--- src/rtl/alu_op_sequencer.sv ---
// rtl/alu_op_sequencer.sv - LFSR-driven op issuer, golden-model checker and MISR for the 4-bit ALU
module alu_op_sequencer #(
    parameter int          NUM_OPS   = 256,
    parameter logic [15:0] LFSR_SEED = 16'hACE1
) (
    input  logic        clk,
    input  logic        rst,
    input  logic        start,
    output logic        busy,
    output logic        done,
    output logic [3:0]  alu_a,
    output logic [3:0]  alu_b,
    output logic [1:0]  alu_op,
    input  logic [3:0]  alu_result,
    input  logic        alu_carry,
    input  logic        alu_zero,
    input  logic        alu_overflow,
    output logic [15:0] op_count,
    output logic [15:0] mismatch_cnt,
    output logic [15:0] first_err_idx,
    output logic [15:0] signature
);

    localparam logic [15:0] NUM_OPS_W = 16'(NUM_OPS);

    typedef enum logic [2:0] {
        S_IDLE,
        S_ARM,
        S_RUN,
        S_DRAIN,
        S_DONE
    } state_t;

    state_t      state;
    state_t      state_next;
    logic [1:0]  phase;
    logic [15:0] lfsr;
    logic [15:0] issue_cnt;
    // op_live: the operand registers hold a real op that the ALU samples at the next WB edge
    logic        op_live;
    logic        pend;
    logic [6:0]  expected;

    logic        accept;
    logic        issue;
    logic        wb_edge;
    logic        check;
    logic [4:0]  gold_sum;
    logic [4:0]  gold_dif;
    logic [3:0]  gold_res;
    logic        gold_c;
    logic        gold_v;
    logic [6:0]  golden;
    logic [6:0]  observed;
    logic        miscompare;
    logic [15:0] lfsr_step;
    logic [15:0] sig_step;

    assign busy     = (state == S_ARM) || (state == S_RUN) || (state == S_DRAIN);
    assign accept   = (state == S_IDLE) && start;
    assign wb_edge  = (phase == 2'd2);
    assign check    = (phase == 2'd0) && pend;
    assign observed = {alu_overflow, alu_zero, alu_carry, alu_result};
    assign miscompare = (observed != expected);
    assign lfsr_step  = {lfsr[14:0], lfsr[15] ^ lfsr[13] ^ lfsr[12] ^ lfsr[10]};
    assign sig_step   = {signature[14:0], signature[15] ^ signature[13] ^ signature[12] ^ signature[10]}
                        ^ {9'd0, observed};

    // Next-state and issue decision; issues are aligned to the ALU's WB phase
    always_comb begin
        state_next = state;
        issue      = 1'b0;
        case (state)
            S_IDLE: begin
                if (start) begin
                    state_next = S_ARM;
                end
            end
            S_ARM: begin
                if (wb_edge) begin
                    issue      = 1'b1;
                    state_next = S_RUN;
                end
            end
            S_RUN: begin
                if (wb_edge) begin
                    if (issue_cnt == NUM_OPS_W) begin
                        state_next = S_DRAIN;
                    end else begin
                        issue = 1'b1;
                    end
                end
            end
            S_DRAIN: begin
                if (phase == 2'd0) begin
                    state_next = S_DONE;
                end
            end
            S_DONE: begin
                state_next = S_IDLE;
            end
            default: begin
                state_next = S_IDLE;
            end
        endcase
    end

    // Golden model of the op the ALU is sampling on this WB edge, in 5-bit arithmetic
    always_comb begin
        gold_sum = {1'b0, alu_a} + {1'b0, alu_b};
        gold_dif = {1'b0, alu_a} - {1'b0, alu_b};
        gold_res = 4'd0;
        gold_c   = 1'b0;
        gold_v   = 1'b0;
        case (alu_op)
            2'b00: begin
                gold_res = gold_sum[3:0];
                gold_c   = gold_sum[4];
                gold_v   = (alu_a[3] == alu_b[3]) && (alu_a[3] != gold_sum[3]);
            end
            2'b01: begin
                gold_res = gold_dif[3:0];
                gold_c   = gold_dif[4];
                gold_v   = (alu_a[3] != alu_b[3]) && (alu_a[3] != gold_dif[3]);
            end
            2'b10: begin
                gold_res = alu_a & alu_b;
            end
            default: begin
                gold_res = alu_a | alu_b;
            end
        endcase
        golden = {gold_v, (gold_res == 4'd0), gold_c, gold_res};
    end

    // Frame phase, issue pipeline, checker counters and signature
    always_ff @(posedge clk) begin
        if (rst) begin
            state         <= S_IDLE;
            phase         <= 2'd0;
            lfsr          <= LFSR_SEED;
            issue_cnt     <= 16'd0;
            op_live       <= 1'b0;
            pend          <= 1'b0;
            expected      <= 7'd0;
            done          <= 1'b0;
            alu_a         <= 4'd0;
            alu_b         <= 4'd0;
            alu_op        <= 2'd0;
            op_count      <= 16'd0;
            mismatch_cnt  <= 16'd0;
            first_err_idx <= 16'hFFFF;
            signature     <= 16'd0;
        end else begin
            state <= state_next;
            phase <= (phase == 2'd2) ? 2'd0 : phase + 2'd1;
            if (accept) begin
                lfsr          <= LFSR_SEED;
                issue_cnt     <= 16'd0;
                op_live       <= 1'b0;
                pend          <= 1'b0;
                done          <= 1'b0;
                op_count      <= 16'd0;
                mismatch_cnt  <= 16'd0;
                first_err_idx <= 16'hFFFF;
                signature     <= 16'd0;
            end else begin
                if (issue) begin
                    alu_a     <= lfsr[3:0];
                    alu_b     <= lfsr[7:4];
                    alu_op    <= lfsr[9:8];
                    lfsr      <= lfsr_step;
                    issue_cnt <= issue_cnt + 16'd1;
                end
                // The ALU latches the current operands on this edge; its result appears next cycle
                if (wb_edge) begin
                    expected <= golden;
                    pend     <= op_live;
                    op_live  <= issue;
                end
                if (check) begin
                    pend      <= 1'b0;
                    op_count  <= op_count + 16'd1;
                    signature <= sig_step;
                    if (miscompare) begin
                        if (mismatch_cnt != 16'hFFFF) begin
                            mismatch_cnt <= mismatch_cnt + 16'd1;
                        end
                        if (first_err_idx == 16'hFFFF) begin
                            first_err_idx <= op_count;
                        end
                    end
                end
                if ((state == S_DRAIN) && (phase == 2'd0)) begin
                    done <= 1'b1;
                end
            end
        end
    end

endmodule

--- config.mk ---
export PLATFORM = sky130hd
export DESIGN_NAME = alu_op_sequencer
export DESIGN_NICKNAME = d
export VERILOG_FILES = /design/src/rtl/alu_op_sequencer.sv
export SDC_FILE = /design/constraint.sdc
export NUM_CORES = 1
export LEC_CHECK = 0
export ABC_AREA = 1
export CORE_AREA = 3 3 124 126
export DETAILED_ROUTE_END_ITERATION = 10
export DIE_AREA = 0 0 127 129
export PLACE_DENSITY_LB_ADDON = 0.2
export RECOVER_POWER = 50
export SYNTH_ARGS = -nofsm -noshare
export SYNTH_HDL_FRONTEND = slang
export SYNTH_SLANG_ARGS = --single-unit
--- constraint.sdc ---
create_clock -name clk -period 2.79 [get_ports clk]
set_input_delay 0.558 -clock clk [delete_from_list [all_inputs] [get_ports clk]]
set_output_delay 0.558 -clock clk [all_outputs]
set_load 0.02 [all_outputs]
==> results.py <==
metrics = {
    "outcome": {
        "status": "finished clean",
    },
    "min_path": {
        "min_path_type": "flop to flop",
    },
    "job": {
        "maxCapViolCount": 0,
    },
    "yosys": {
        "ys_seq_area_share_pct": 37.70,
        "netlist_area_sq_um": 6425,
        "avgSynthCellArea_sq_um": 6.961,
        "ys_types": 37,
        "synth_async_sr_flop_share_pct": 0,
        "synth_edf_count": 0,
        "syn_inst": 923,
        "syn_nets": 953,
        "yosys.area.top_type": "dfxtp_1",
        "yosysWarnings": 0,
        "synthTopCellsByArea": "dfxtp_1 38%, nand2_1 13%, nand3_1 9.0%, nor2_1 6.0%, a21oi_1 5.1%",
        "synth_ff_type": "dfxtp_1",
        "ys_ff_latch": 121,
        "yosysTopAreaCellShare_pct": 37.70,
    },
    "placement": {
        "routabilityCongestion": 0.8291,
        "dpl.hpwl_mm": 10.90,
        "io_buffers": 85,
        "place_area_sq_um": 7372,
    },
    "clock_network": {
        "tritoncts": "yes",
        "cts_max_level": 4,
        "root_buffer": "clkbuf_16",
        "cts_resized": 0,
        "clk_path_buf_depth": 2,
        "postCtsSetupRepairBufs": 0,
        "numCtsBuffers": 17,
        "cts_hold_buffers": 0,
        "clk_pin_slew_ns": 0.05,
        "clk_latency_ns": 0.41,
        "cts_sinks": 121,
    },
    "floorplanning": {
        "initial_core_util_pct": 44.54,
        "die_y_um": 129,
        "fp.dieW_um": 127,
        "ios": 86,
        "core_area_sq_um": 14420,
        "die-area_sq_um": 16380,
        "rows": 44,
    },
    "finish": {
        "fill_cells": 1413,
        "drive_gt1_share_pct": 7.143,
        "area_delta_synth_final_pct": 23.43,
        "final_util_pct": 54.98,
        "layout_commonest_cell": "nand2_1",
        "final_cell_mix": "220 x nand2_1, 121 x dfxtp_1, 116 x nand3_1",
        "nets": 1025,
        "antenna_cells": 0,
        "final_cell_area_sq_um": 7930,
    },
    "route": {
        "via_count": 5982,
        "drtIter0Drc": 377,
        "drcViolationCount": 0,
        "routed-wl-met3_um": 477,
        "met2_length_mm": 7.162,
        "viasPerCell": 5.018,
        "dr.pass1.iters": 5,
        "wl_per_cell_um": 12.81,
        "ant_nets": 0,
        "wl_mm": 15.27,
        "wl_met1_mm": 7.400,
        "top_layer": "met4",
    },
    "global_routing": {
        "grt_start_max_net_pins": 39,
        "grt_pass1_wl_mm": 25.75,
        "grt-ovfl-total": 0,
        "track_usage_pct": 19.07,
        "first_global_vias": 5469,
        "antenna_found_initial": 0,
    },
    "sta": {
        "tns_ns": 0,
        "skew_ns": 0.005270,
        "report.final.slew_viol_count": 0,
        "worst_slew_pin_slew_ns": 0.9117,
        "post-route-period-util_pct": 86.40,
        "max_slew_margin_pct": 39.22,
        "setup_viol": 0,
        "finalCriticalPeriod_ns": 2.411,
        "hold-worst-slack_ns": 0.4236,
        "rsz0062_at_grt": "false",
        "final_hold_viol_count": 0,
        "max_freq_mhz": 414.8,
    },
    "critical_path": {
        "crit_fanout": 6,
        "crit_slowest_cell": "clkdlybuf4s50_1",
        "worstPathCellList": "nor2_2 > nand2_1 > nand3_1 > clkdlybuf4s50_1",
        "crit_arrival_ns": 1.85,
        "worstSetupPathType": "flop to output port",
        "end_kind": "output port",
        "cp.required_ns": 2.23,
        "critical_path.max_stage_delay_ns": 0.63,
        "start_kind": "flop",
    },
    "pwr": {
        "p_leak_nw": 3.007,
        "p_per_area_nw_per_um2": 642.9,
        "peakVddDrop_v": 0.0004255,
    },
}
-- critical path, delay by kind of cell, from the launching register on --
family | cells | cell delay, ns
AND/OR/NAND/NOR | 3 | 0.45
buffers and inverters | 1 | 0.63
flip-flops | 1 | 0.36
-- where the power goes --
group	internal [mW]	leakage (nW)	switching, mW	total (mW)
clock	1.47	0.294	0.748	2.22
combinational	0.335	1.74	0.635	0.970
sequential	1.82	0.978	0.0888	1.91
-- cells in the mapped netlist, types with 4 or more instances --
cell type	count
a211oi_1	4
dfxtp_1	121
nand3b_1	4
xnor2_1	14
o21ai_0	21
nand2_2	10
a21oi_2	10
ha_1	18
nand3_1	115
xor2_1	11
clkbuf_1	9
nor3_1	11
nand4_1	31
buf_4	13
a21oi_1	66
nor2_1	103
nor2_2	5
nand2_1	218
inv_1	88
buf_2	20
-- state kept, by name, summed over array words and instances, names as in the netlist, 3 cells and up --
signal,flops
mismatch_cnt,16
alu_a,4
lfsr,16
signature,16
expected,7
state,3
issue_cnt,16
first_err_idx,16
alu_b,4
op_count,16
-- final timing paths --
check	slack (ns)	cells after the start	endpoint	start
setup / recovery	0.38	4	busy	state[0]
hold / removal	0.42	1	phase[0]	phase[0]
setup reg to reg	0.52	7	first_err_idx[0]	phase[0]
hold reg to reg	0.42	1	phase[0]	phase[0]
-- final cells by class --
| cell class | instances | area [sq um] | area share, % |
|---|---|---|---|
| clock buffers | 24 | 481.7 | 6.074 |
| clock inverters | 8 | 117.6 | 1.483 |
| repair buffers | 98 | 952.2 | 12.01 |
| multi-input cells | 666 | 3385 | 42.68 |
| inverters | 91 | 341.6 | 4.307 |
| well taps | 184 | 230.2 | 2.903 |
| flip-flops and latches | 121 | 2422 | 30.55 |
-- per-layer routing --
layer | vias up | GRT usage [%]
li1 | 3157 | -
met5 | - | 0
met4 | 0 | 6.309
met1 | 2715 | 24.60
met2 | 89 | 32.10
met3 | 21 | 3.819
-- per-stage QoR --
step | power (mW) | worst slack [ns] | std cells
after global placement | 2.938 | 0.4878 | 1160
after global routing | 5.364 | 0.2040 | 1192
after detailed placement | 2.945 | 0.4590 | 1160
after floorplan | 2.638 | 0.9351 | 923
final | 5.099 | 0.3795 | 1192
after CTS | 5.171 | 0.3776 | 1192
-- cells by family after synthesis --
logic type / after synthesis / share of synthesized area, %
compound gates: 108 / 9.387
fa+ha+maj: 20 / 4.129
buf+inv: 136 / 9.348
flops: 121 / 37.70
xor+xnor: 25 / 3.408
simple gates: 513 / 36.03
Power figures use the tool's default switching activity.
